===== config.mk =====
export PLATFORM = sky130hd
export DESIGN_NAME = pot_a2d_intf
export DESIGN_NICKNAME = d
export VERILOG_FILES = /design/src/rtl/pot_a2d_intf_pkg.sv /design/src/rtl/spi_mstr16.sv /design/src/rtl/pot_a2d_intf.sv
export SDC_FILE = /design/constraint.sdc
export NUM_CORES = 1
export LEC_CHECK = 0
export ABC_CLOCK_PERIOD_IN_PS = 2850
export CAP_MARGIN = 20
export CORE_ASPECT_RATIO = 1.2
export CORE_MARGIN = 2
export CORE_UTILIZATION = 58
export CTS_BUF_LIST = sky130_fd_sc_hd__clkbuf_4 sky130_fd_sc_hd__clkbuf_8 sky130_fd_sc_hd__clkbuf_16
export DETAILED_ROUTE_END_ITERATION = 8
export PLACE_DENSITY = 0.79
export REMOVE_ABC_BUFFERS = 1
export SLEW_MARGIN = 20
export SYNTH_ARGS = -nofsm -noshare
export SYNTH_HDL_FRONTEND = slang
export SYNTH_SLANG_ARGS = --single-unit

===== constraint.sdc =====
create_clock -name clk -period 2.85 [get_ports clk]
set_clock_uncertainty 0.05 [all_clocks]
set_input_delay 0.855 -clock clk [delete_from_list [all_inputs] [get_ports clk]]
set_output_delay 0.855 -clock clk [all_outputs]
set_load 0.01 [all_outputs]

===== src/rtl/pot_a2d_intf_pkg.sv =====
// Shared types and timing constants for the potentiometer ADC interface.
// The SPI master and the conversion sequencer both import this package.
package pot_a2d_intf_pkg;

  typedef enum logic [2:0] {
    IDLE,
    FRAME1,
    GAP,
    FRAME2,
    DONE
  } state_e;

  localparam int unsigned SCLK_HALF  = 16;
  localparam int unsigned FRAME_BITS = 16;
  localparam int unsigned PORCH      = 16;
  localparam int unsigned GAP_CLKS   = 32;

  localparam int unsigned BIT_CLKS   = 2 * SCLK_HALF;
  localparam int unsigned FRAME_CLKS = 2 * PORCH + FRAME_BITS * BIT_CLKS;
  localparam int unsigned BITS_END   = PORCH + FRAME_BITS * BIT_CLKS;
  localparam int unsigned FCNT_W     = 10;
  localparam int unsigned GCNT_W     = 5;
  localparam int unsigned CELL_W     = $clog2(BIT_CLKS);

  // Command word: two zero bits, channel address, then don't-care zeros.
  function automatic logic [15:0] adc_cmd(input logic [2:0] ch);
    return {2'b00, ch, 11'b0};
  endfunction

endpackage


===== src/rtl/spi_mstr16.sv =====
// One 16-bit SPI frame: chip select, SCLK, MOSI and MISO shifting.
// A frame takes FRAME_CLKS clocks; o_done_c flags its final cycle.
module spi_mstr16
  import pot_a2d_intf_pkg::*;
(
  input  logic        clk,
  input  logic        rst_n,
  input  logic        i_start,
  input  logic [15:0] i_cmd,
  input  logic        i_miso,
  output logic        o_ss_n,
  output logic        o_sclk,
  output logic        o_mosi,
  output logic        o_done_c,
  output logic [15:0] o_shift
);

  logic              r_active;
  logic [FCNT_W-1:0] r_cnt;
  logic [15:0]       r_shift;
  logic [FCNT_W-1:0] w_cnt_nxt;
  logic [FCNT_W-1:0] w_off;
  logic [CELL_W-1:0] w_cell_off;
  logic [3:0]        w_bit;
  logic              w_in_bits;
  logic              w_last;

  // Outputs are computed from the count they will display next cycle.
  assign w_cnt_nxt  = r_cnt + FCNT_W'(1);
  assign w_last     = r_active && (r_cnt == FCNT_W'(FRAME_CLKS - 1));
  assign w_in_bits  = (w_cnt_nxt >= FCNT_W'(PORCH)) && (w_cnt_nxt < FCNT_W'(BITS_END));
  assign w_off      = w_cnt_nxt - FCNT_W'(PORCH);
  assign w_cell_off = w_off[CELL_W-1:0];
  assign w_bit      = 4'(w_off >> CELL_W);
  assign o_done_c   = w_last;
  assign o_shift    = r_shift;

  always_ff @(posedge clk or negedge rst_n) begin
    if (!rst_n) begin
      r_active <= 1'b0;
      r_cnt    <= '0;
      r_shift  <= '0;
      o_ss_n   <= 1'b1;
      o_sclk   <= 1'b1;
      o_mosi   <= 1'b0;
    end else if (i_start && !r_active) begin
      r_active <= 1'b1;
      r_cnt    <= '0;
      o_ss_n   <= 1'b0;
      o_sclk   <= 1'b1;
      o_mosi   <= 1'b0;
    end else if (w_last) begin
      r_active <= 1'b0;
      r_cnt    <= '0;
      o_ss_n   <= 1'b1;
      o_sclk   <= 1'b1;
      o_mosi   <= 1'b0;
    end else if (r_active) begin
      r_cnt  <= w_cnt_nxt;
      o_sclk <= !w_in_bits || (w_cell_off >= CELL_W'(SCLK_HALF));
      // MOSI moves with the falling SCLK; MISO is captured on the rising one.
      if (w_in_bits && (w_cell_off == CELL_W'(0))) begin
        o_mosi <= i_cmd[4'd15 - w_bit];
      end
      if (w_in_bits && (w_cell_off == CELL_W'(SCLK_HALF))) begin
        r_shift <= {r_shift[14:0], i_miso};
      end
    end
  end

endmodule


===== src/rtl/pot_a2d_intf.sv =====
// Periodic potentiometer sampler: two back-to-back ADC frames per conversion,
// the second frame's 12-bit result is published on pot with a pot_vld strobe.
module pot_a2d_intf
  import pot_a2d_intf_pkg::*;
#(
  parameter logic [2:0]  CHANNEL = 3'd0,
  parameter int unsigned PERIOD  = 4096
) (
  input  logic        clk,
  input  logic        rst_n,
  input  logic        en,
  input  logic        MISO,
  output logic        SS_n,
  output logic        SCLK,
  output logic        MOSI,
  output logic [11:0] pot,
  output logic        pot_vld,
  output logic        busy
);

  localparam int unsigned PCNT_W = 16;

  state_e            r_state;
  logic [PCNT_W-1:0] r_per_cnt;
  logic [GCNT_W-1:0] r_gap_cnt;
  logic              w_wrap;
  logic              w_start;
  logic              w_gap_end;
  logic              w_spi_start;
  logic              w_frame_done;
  logic [15:0]       w_shift;

  assign w_wrap      = (r_per_cnt == PCNT_W'(PERIOD - 1));
  assign w_start     = w_wrap && en && (r_state == IDLE);
  assign w_gap_end   = (r_state == GAP) && (r_gap_cnt == GCNT_W'(GAP_CLKS - 1));
  assign w_spi_start = w_start || w_gap_end;

  spi_mstr16 u_spi (
    .clk      (clk),
    .rst_n    (rst_n),
    .i_start  (w_spi_start),
    .i_cmd    (adc_cmd(CHANNEL)),
    .i_miso   (MISO),
    .o_ss_n   (SS_n),
    .o_sclk   (SCLK),
    .o_mosi   (MOSI),
    .o_done_c (w_frame_done),
    .o_shift  (w_shift)
  );

  // Free-running period counter; wraps whether or not a conversion is active.
  always_ff @(posedge clk or negedge rst_n) begin
    if (!rst_n) begin
      r_per_cnt <= '0;
    end else if (w_wrap) begin
      r_per_cnt <= '0;
    end else begin
      r_per_cnt <= r_per_cnt + PCNT_W'(1);
    end
  end

  // Conversion sequencer; FRAME1 only primes the ADC, its data is dropped.
  always_ff @(posedge clk or negedge rst_n) begin
    if (!rst_n) begin
      r_state   <= IDLE;
      r_gap_cnt <= '0;
      pot       <= 12'h000;
      pot_vld   <= 1'b0;
      busy      <= 1'b0;
    end else begin
      pot_vld <= 1'b0;
      case (r_state)
        IDLE: begin
          if (w_start) begin
            r_state <= FRAME1;
            busy    <= 1'b1;
          end
        end
        FRAME1: begin
          if (w_frame_done) begin
            r_state   <= GAP;
            r_gap_cnt <= '0;
          end
        end
        GAP: begin
          if (w_gap_end) begin
            r_state <= FRAME2;
          end else begin
            r_gap_cnt <= r_gap_cnt + GCNT_W'(1);
          end
        end
        FRAME2: begin
          if (w_frame_done) begin
            r_state <= DONE;
          end
        end
        DONE: begin
          pot     <= 12'(w_shift);
          pot_vld <= 1'b1;
          busy    <= 1'b0;
          r_state <= IDLE;
        end
        default: r_state <= IDLE;
      endcase
    end
  end

endmodule


# == Word level (Yosys, flattened, before mapping) ==
# Memories as Yosys holds them, arrays and structs flattened.
# Index checks and enable logic that the tools add are counted.
# word_totals
ff_bits,64
latchBits,0
mem_bits_rw,0
rom_bits,16
inputBits,4
output_inout_bits,17
elab_cells,88
memories,1
# classes
addsub,5
n_mul,0
n_div,0
magnitude_cmp,4
n_eq_ne,13
shifts,0
mux,27
bitwise,2
n_reduce_logical,24
# mem_list
memory,words,word_bits,read_ports,rd_clocked_by_memory_dff,wr,line,rtl
(no name shown),16,1,1,0,0,spi_mstr16.sv:63,o_mosi <= i_cmd[4'd15 - w_bit];
# op_table
op,n
2-to-1 mux 10 bit,3
"adder 16 x 1 -> 16 bit, second input constant",1
"equality test 16 x 12 -> 1 bit, second input constant",1
2-to-1 mux 16 bit,1
2-to-1 mux 1 bit,14
2-to-1 mux 3 bit,4
case mux 3 bit (4 select lines),1
"adder 10 x 1 -> 10 bit, second input constant",1
"equality test 10 bit, second input constant",1
"equality test 5 bit, second input constant",2
">= comparator 10 x 5 -> 1 bit, second input constant",1
"< comparator 10 bit, second input constant",1
2-to-1 mux 5 bit,2
case mux 5 bit (2 select lines),1
"subtractor 9 x 5 -> 9 bit, second input constant",1
logical AND 1 bit,8
AND reduction 4 bit,2
"equality test 3 x 2 -> 1 bit, second input constant",2
"!= test 2 bit, second input constant",3
nonzero test 2 bit,3
nonzero test 3 bit,2
"adder 5 x 1 -> 5 bit, second input constant",1
">= comparator 5 bit, second input constant",1
logical NOT 5 bit,1
other kinds (12),17

# == Logic depth before layout (Yosys ltp) ==
# Gate-level depths: netlist of run 1.
# depth
depth_word,9
mapped_depth,8
ltp_nobuf,8

# == By module ==
# A second synthesis of run 1 with hierarchy kept.
# hier_totals
cells_unflattened,312
hier_area_um2,3548.4
# by_module_without_submodules
module,n_inst,cells_each,area_per_inst_um2,seq_area_each_um2
spi_mstr16,1,167,1870.5,753.2
pot_a2d_intf,1,145,1677.9,950.9

# == Worst setup path after synthesis of run 1 ==
# No wires, ideal clock.
# synth_timing
kind,register to register
start,register u_spi.r_cnt[0]
end,"register u_spi.r_shift[10], in the netlist u_spi.o_shift[10]"
setup_ns,0.125
arrival_time_ns,2.311
t_required_ns,2.675
slack_ns,0.364
stages_incl_launch_ff,9
n_path_buf,1
synth_period_minus_slack_ns,2.486
path_cell_list,dfrtp_1 -> ha_1 -> and4_4 -> a21o_1 -> a221oi_2 -> nor3_1 -> or3b_4 -> buf_6 -> mux2_4
# synth_between
elab_chain_len,5
elab_cells_between_ends,11
cone_classes,add/sub (2); order compare (2); eq/ne (2); bitwise (1); reduce/logical (4)
# synth_rtl
element,line,rtl
start: declaration,spi_mstr16.sv:19,logic [FCNT_W-1:0] r_cnt;
start signal: assignment,spi_mstr16.sv:59,r_cnt <= w_cnt_nxt;
adder 10 x 1 -> 10 bit,spi_mstr16.sv:29,assign w_cnt_nxt = r_cnt + FCNT_W'(1);
subtractor 9 x 5 -> 9 bit (tied with other cells),spi_mstr16.sv:32,assign w_off = w_cnt_nxt - FCNT_W'(PORCH);
equality test 5 bit / logical AND 1 bit (equally long branches),"spi_mstr16.sv:65, spi_mstr16.sv:31",
logical AND 1 bit,spi_mstr16.sv:65,if (w_in_bits && (w_cell_off == CELL_W'(SCLK_HALF))) begin
AND reduction 4 bit (no source line) *,n/a,
end signal: assignment,spi_mstr16.sv:66,"r_shift <= {r_shift[14:0], i_miso};"
end: declaration,spi_mstr16.sv:20,logic [15:0] r_shift;
# Every way passes the cells marked *; elsewhere a longest branch is shown, timed or not.
# A chain may end at the register's enable or synchronous reset.

# == Final worst setup path of run 1 ==
# layout_timing
start,register u_spi.r_cnt[0]
end,"register u_spi.r_shift[0], in the netlist u_spi.o_shift[0]"
# The elaborated chain is that of the path after synthesis.

==> flow_summary_export.csv, run 1 <==
group,metric,value,unit
detailed_routing,vias,1945,
sta,drv_slew,0,
logic_synthesis,synth_top_area_share,52.18,%
setup_path,slowest_stage,"or3b_4",
setup_path,reg2reg_from,"u_spi.r_cnt[0]",
logic_synthesis,netlist_instances,254,
die,core-area,4905,sq um
detailed_routing,dr.first_iter.drc_count,114,
final_layout,final_nets,287,
sta,setup_viol,0,
sta,relSlewSlack,49.08,%
placed_design,place_congestion,0.8968,
logic_synthesis,synth_cell_types,47,
sta,fmax,380.3,MHz
placed_design,hpwl,3.399,mm
setup_path,arrival,2.80,ns
power_and_ir_drop,finalPower,1.862,mW
sta,post-route-period-util,92.26,%
hold_path,min_path_cells,1,
logic_synthesis,ys_warn_count,0,
logic_synthesis,yosys_most_used_dff,"dfrtp_1",
setup_path,required,3.02,ns
logic_synthesis,ys_seq_elements,63,
hold_path,hold_start,"r_per_cnt[4]",
detailed_routing,postRouteAntennaNets,0,
setup_path,cp_max_fo,12,
power_and_ir_drop,p_leak,1.572,nW
detailed_routing,wl,5.097,mm
final_layout,antenna_cells,0,
setup_path,rr_endpoint,"u_spi.o_shift[0]",
sta,tns,0,ns
global_routing,met3_usage,4.384,%
detailed_routing,vias_per_cell,5.671,
setup_path,max_stage_delay,0.52,ns
sta,hold_violations,0,
cts,cts_sinks,63,
cts,cts_tree,"built",
die,die-area,5630,sq um
power_and_ir_drop,power_density,547.5,nW/um^2
global_routing,track_usage,21.30,%
final_layout,layout-drive-gt1-share,17.67,%
die,start_util,59.64,%
die,rows,28,
cts,clk_pin_slew,0.07,ns
setup_path,reg2reg_slack,0.22,ns
logic_synthesis,synth_edf_count,0,
logic_synthesis,synthArstFlopShare,100.0,%
cts,cts_setup_buffers,0,
detailed_routing,drc,0,
global_routing,grt.busiest_layer,"met2",
detailed_routing,wl_per_cell,14.86,um
die,fp.dieW,68.83,um
global_routing,grt_max_degree,64,
logic_synthesis,synthTopCellsByCount,"dfrtp_1 (61), nand2_1 (22), nor2_1 (21)",
logic_synthesis,post-synth-top-count-cell,"dfrtp_1",
power_and_ir_drop,ir_drop,0.0003793,V
cts,clk_latency,0.34,ns
logic_synthesis,synth_area,2925,sq um
logic_synthesis,syn_area_per_cell,11.52,sq um
setup_path,crit_chain,"ha_1 > and4_4 > a21o_1 > a221oi_2 > nor3_1 > or3b_4 > mux2_1",
placed_design,numPortBuffers,19,
global_routing,use_met2,32.21,%
hold_path,min_to,"r_per_cnt[4]",
die,die_h,81.80,um
logic_synthesis,seq_area_frac_synth,53.98,%
cts,hold_buffers,0,
hold_path,min_path_type,"flop to flop",
setup_path,crit_type,"flop to flop",
logic_synthesis,synth_top_area_cell,"dfrtp_1",
setup_path,worstSetupStartpointType,"flop",
setup_path,cp-end-kind,"flop",
detailed_routing,drtPass1Iterations,4,
cts,clockBufferDepth,2,
global_routing,grt_remaining_overflow,0,
global_routing,grt_pass1_wl,8.611,mm
global_routing,met1_usage,28.34,%
die,ios,21,
status,status,"complete, no violations",
setup_path,reg2reg_depth,7,
global_routing,antenna_found_initial,0,
sta,rsz0062_at_grt,"no",
cts,htreeDepth,3,
cts,post_cts_resized,0,
sta,fin_crit,2.629,ns
flow_run,maxCapViolations,0,
cts,ctsRootBufferMaster,"clkbuf_8",
cts,cts_buffers,9,
final_layout,areaGrowthSynthToFinish,16.25,%
logic_synthesis,synth.top_cells.by_area,"dfrtp_1 (52%), mux2_4 (5.1%), mux2_2 (4.6%)",
sta,tightest_slew,0.7638,ns
global_routing,grt_pass1_vias,1877,
through the flow:
stage,utilization [%],hold WS (ns),cells,cell area [sq um],worst slack [ns]
detailed placement,64.34,0.4175,327,3156,0.2505
global placement,64.34,0.4035,327,3156,0.3179
global route,69.34,0.4432,343,3401,0.1179
CTS,69.34,0.4261,343,3401,0.2280
finish,69.34,0.4272,343,3401,0.2205
floorplan,-,0.3886,245,2868,0.3939
state kept, by name (all words and copies together) (netlist names):
name	flops
r_state	3
pot	12
pot_vld	1
u_spi.r_cnt	10
u_spi.o_shift	12
u_spi.o_ss_n	1
u_spi.o_sclk	1
r_gap_cnt	5
busy	1
r_per_cnt	16
u_spi.r_active	1
logic make-up after synthesis:
group                      after synthesis  share of synthesized area, %
other                                    1                        0.1282
DFF                                     63                         53.98
buffers and inverters                   11                         2.224
and+or+nand+nor                         93                         17.07
AOI/OAI and AO/OA                       37                         7.955
adders and majority gates                5                         2.139
muxes                                   24                         10.52
xor gates and xnor gates                20                         5.988
layout by cell type (no fill, tap or decap), types with 8 or more instances in the layout:
master,synthesis,final
xnor2_1,8,8
o21ai_0,12,12
clkdlybuf4s50_1,0,18
nand3_1,12,12
nor2_1,21,21
xor2_1,12,12
mux2_2,12,12
clkbuf_8,0,9
nand2_1,22,22
dfrtp_1,61,61
mux2_4,10,10
layer usage:
layer  vias to the layer above  part of all wire, %  wire length [um]
met2                        37                   48              2466
met1                       944                   46              2351
met3                        11                  3.4               173
li1                        953                    -                 -
met5                         -                    0                 0
met4                         0                  2.1               105
worst max-delay path by stage:
stage	start	to	depth (start not counted)	slack [ns]
final	u_spi.r_cnt[0]	u_spi.o_shift[0]	7	0.22
after global routing	u_spi.r_cnt[0]	u_spi.o_shift[0]	7	0.12
after detailed placement	u_spi.r_cnt[0]	u_spi.o_shift[0]	7	0.25
after CTS	u_spi.r_cnt[0]	u_spi.o_shift[0]	7	0.23
after floorplan	u_spi.r_cnt[0]	u_spi.o_shift[0]	7	0.39
after global placement	u_spi.r_cnt[0]	u_spi.o_shift[11]	7	0.32
power breakdown:
group	leakage [nW]	switching, mW	internal [mW]
registers	0.820	0.000476	0.895
clock network	0.121	0.342	0.602
logic	0.631	0.0176	0.00452
worst max-delay path: cells and delay by family (launching register included):
kind | cells | cell delay, ns
and+or+nand+nor | 3 | 0.85
AOI/OAI and AO/OA | 2 | 0.53
DFF | 1 | 0.43
muxes | 1 | 0.35
adders and majority gates | 1 | 0.31
layout make-up:
type | count | area, sq um
clock inverter | 5 | 106.4
inverter | 2 | 7.507
tap | 60 | 75.07
fill | 366 | 1504
multi-input combinational | 180 | 1286
sequential | 63 | 1579
timing repair buffer | 22 | 207.7
clock buffer | 11 | 138.9
No activity file was read; power rests on OpenSTA's default activity.
==> inputs of run 2 (changes only) <==
--- a/config.mk
+++ b/config.mk
@@ -8,7 +8,6 @@
 export ABC_CLOCK_PERIOD_IN_PS = 2850
 export CAP_MARGIN = 20
 export CORE_ASPECT_RATIO = 1.2
-export CORE_MARGIN = 2
 export CORE_UTILIZATION = 58
 export CTS_BUF_LIST = sky130_fd_sc_hd__clkbuf_4 sky130_fd_sc_hd__clkbuf_8 sky130_fd_sc_hd__clkbuf_16
 export DETAILED_ROUTE_END_ITERATION = 8
==> flow_summary_export.csv, run 2 (synthesized netlist as in run 1, its figures left out) <==
group,metric,value,unit
die,die-area,5333,sq um
power_and_ir_drop,combPwrFrac,1.5,%
cts,htreeDepth,3,
power_and_ir_drop,p_leak,1.550,nW
power_and_ir_drop,ir_drop,0.0002714,V
die,rows,27,
setup_path,arrival,2.82,ns
sta,post-route-period-util,92.70,%
sta,fmax,378.5,MHz
final_layout,areaGrowthSynthToFinish,14.54,%
hold_path,min_path_cells,1,
detailed_routing,wl_per_cell,15.60,um
final_layout,final_common_cell,"dfrtp_1",
power_and_ir_drop,power_density,498.0,nW/um^2
sta,tns,0,ns
sta,holdWs,0.4216,ns
power_and_ir_drop,power.switching,0.3530,mW
final_layout,antenna_cells,0,
setup_path,cp_max_fo,12,
global_routing,track_usage,23.69,%
setup_path,worstSetupStartpointType,"flop",
detailed_routing,drtPass1Iterations,4,
status,status,"complete, no violations",
cts,cts_sinks,63,
cts,cts_buffers,9,
final_layout,final_util,70.85,%
setup_path,crit_type,"flop to flop",
hold_path,hold_start,"r_per_cnt[15]",
flow_run,maxCapViolations,0,
power_and_ir_drop,intPower,1.316,mW
setup_path,critPathBufInv,0,
placed_design,dp.cells,325,
placed_design,place_congestion,0.9210,
die,fp.dieW,66.83,um
sta,relSlewSlack,61.65,%
hold_path,min_path_type,"flop to flop",
detailed_routing,postRouteAntennaNets,0,
global_routing,antenna_found_initial,0,
cts,cts_tree,"built",
cts,clockBufferDepth,2,
global_routing,grt_pass1_wl,9.177,mm
setup_path,rr_endpoint,"u_spi.o_shift[11]",
setup_path,max_stage_delay,0.52,ns
detailed_routing,dr.first_iter.drc_count,90,
global_routing,grt_pass1_vias,1962,
detailed_routing,wl,5.289,mm
sta,rsz0062_at_grt,"no",
setup_path,reg2reg_slack,0.21,ns
global_routing,grt_max_degree,41,
final_layout,final_area,3351,sq um
final_layout,fin_cells,339,
placed_design,numPortBuffers,19,
setup_path,reg2reg_depth,7,
global_routing,grt_remaining_overflow,0,
hold_path,min_to,"r_per_cnt[15]",
die,start_util,61.85,%
final_layout,layout-drive-gt1-share,17.08,%
final_layout,mostFrequentLayoutCells,"dfrtp_1 (61), nand2_1 (22), nor2_1 (21), clkdlybuf4s50_1 (18)",
setup_path,required,3.02,ns
setup_path,reg2reg_from,"u_spi.r_cnt[0]",
cts,hold_buffers,0,
cts,ctsRootBufferMaster,"clkbuf_8",
cts,post_cts_resized,0,
placed_design,place_area,3166,sq um
setup_path,critPathTopFamily,"simple AND/OR/NAND/NOR gates",
sta,fin_crit,2.642,ns
die,die_h,79.80,um
die,core-area,4730,sq um
die,ios,21,
sta,tightest_slew,0.5700,ns
power_and_ir_drop,switching_share,21.15,%
setup_path,cp-end-kind,"flop",
cts,clk_pin_slew,0.07,ns
detailed_routing,vias_per_cell,5.897,
final_layout,top_register,"r_per_cnt",
final_layout,final_nets,287,
power_and_ir_drop,sequentialPowerShare,53.7,%
cts,clk_latency,0.34,ns
detailed_routing,vias,1999,
sta,hold_violations,0,
cts,cts_setup_buffers,0,
setup_path,crit_chain,"ha_1 > and4_4 > a21o_1 > a221oi_2 > nor3_1 > or3b_4 > mux2_1",
sta,setup_viol,0,
setup_path,slowest_stage,"or3b_4",
power_and_ir_drop,pwr-share-clk,44.8,%
sta,drv_slew,0,
placed_design,hpwl,3.643,mm
detailed_routing,drc,0,
final_layout,largest_reg_flops,16,
[run 2: changes by cell type in the layout (fill, tap and decap cells not counted)]
cell | previous run | this run
buf_12 | 0 | 1
buf_4 | 3 | 2
clkinv_4 | 1 | 0
clkbuf_8 | 9 | 10
clkbuf_4 | 2 | 0
bufinv_16 | 3 | 1
clkinv_2 | 0 | 2
[run 2: layout make-up]
type | count | area, sq um
Clock buffer | 10 | 137.6
Clock inverter | 4 | 47.55
Fill cell | 329 | 1379
Inverter | 2 | 7.507
Multi-Input combinational cell | 180 | 1286
Sequential cell | 63 | 1579
Tap cell | 58 | 72.57
Timing Repair Buffer | 22 | 220.2
[run 2: power by group through the flow]
stage          Combinational, mW  Clock, mW  Sequential, mW
3_3_place_gp              0.0260          0           0.912
3_5_place_dp              0.0259          0           0.912
4_1_cts                   0.0261      0.760           0.895
2_1_floorplan            0.00170          0           0.912
6_report                  0.0247      0.748           0.896
5_1_grt                   0.0296      0.799           0.895
[run 2: metrics by stage]
step | power, mW | setup WS, ns
4_1_cts | 1.681 | 0.2337
2_1_floorplan | 0.9139 | 0.3939
3_5_place_dp | 0.9380 | 0.2423
6_report | 1.669 | 0.2081
3_3_place_gp | 0.9381 | 0.3131
5_1_grt | 1.724 | 0.1068
[run 2: worst reg2reg max path: cells and delay by family (launching register included)]
kind | cells | cell delay, ns
AOI/OAI and AO/OA | 2 | 0.52
and+or+nand+nor | 3 | 0.86
DFF | 1 | 0.44
muxes | 1 | 0.34
adders and majority gates | 1 | 0.31
[run 2: worst max-delay path by stage]
stage | cells past startpoint | slack [ns] | endpoint | start
6_report | 7 | 0.21 | u_spi.o_shift[11] | u_spi.r_cnt[0]
4_1_cts | 7 | 0.23 | u_spi.o_shift[11] | u_spi.r_cnt[0]
5_1_grt | 7 | 0.11 | u_spi.o_shift[0] | u_spi.r_cnt[0]
2_1_floorplan | 7 | 0.39 | u_spi.o_shift[0] | u_spi.r_cnt[0]
3_5_place_dp | 7 | 0.24 | u_spi.o_shift[0] | u_spi.r_cnt[0]
3_3_place_gp | 7 | 0.31 | u_spi.o_shift[11] | u_spi.r_cnt[0]
[run 2: per-layer routing]
| metal | global-route usage [%] | vias up | part of all wire (%) |
|---|---|---|---|
| li1 | - | 946 | - |
| met1 | 30.70 | 993 | 46 |
| met2 | 36.46 | 50 | 48 |
| met3 | 3.429 | 10 | 3.2 |
| met4 | 15.74 | 0 | 2.7 |
| met5 | 0 | - | 0 |
==> inputs of run 3 (changes only) <==
--- a/config.mk
+++ b/config.mk
@@ -13,7 +13,6 @@
 export DETAILED_ROUTE_END_ITERATION = 8
 export PLACE_DENSITY = 0.79
 export REMOVE_ABC_BUFFERS = 1
-export SLEW_MARGIN = 20
 export SYNTH_ARGS = -nofsm -noshare
 export SYNTH_HDL_FRONTEND = slang
 export SYNTH_SLANG_ARGS = --single-unit
==> results of run 3 <==
No change in the layout: final DEF, timing and power equal those of run 2.
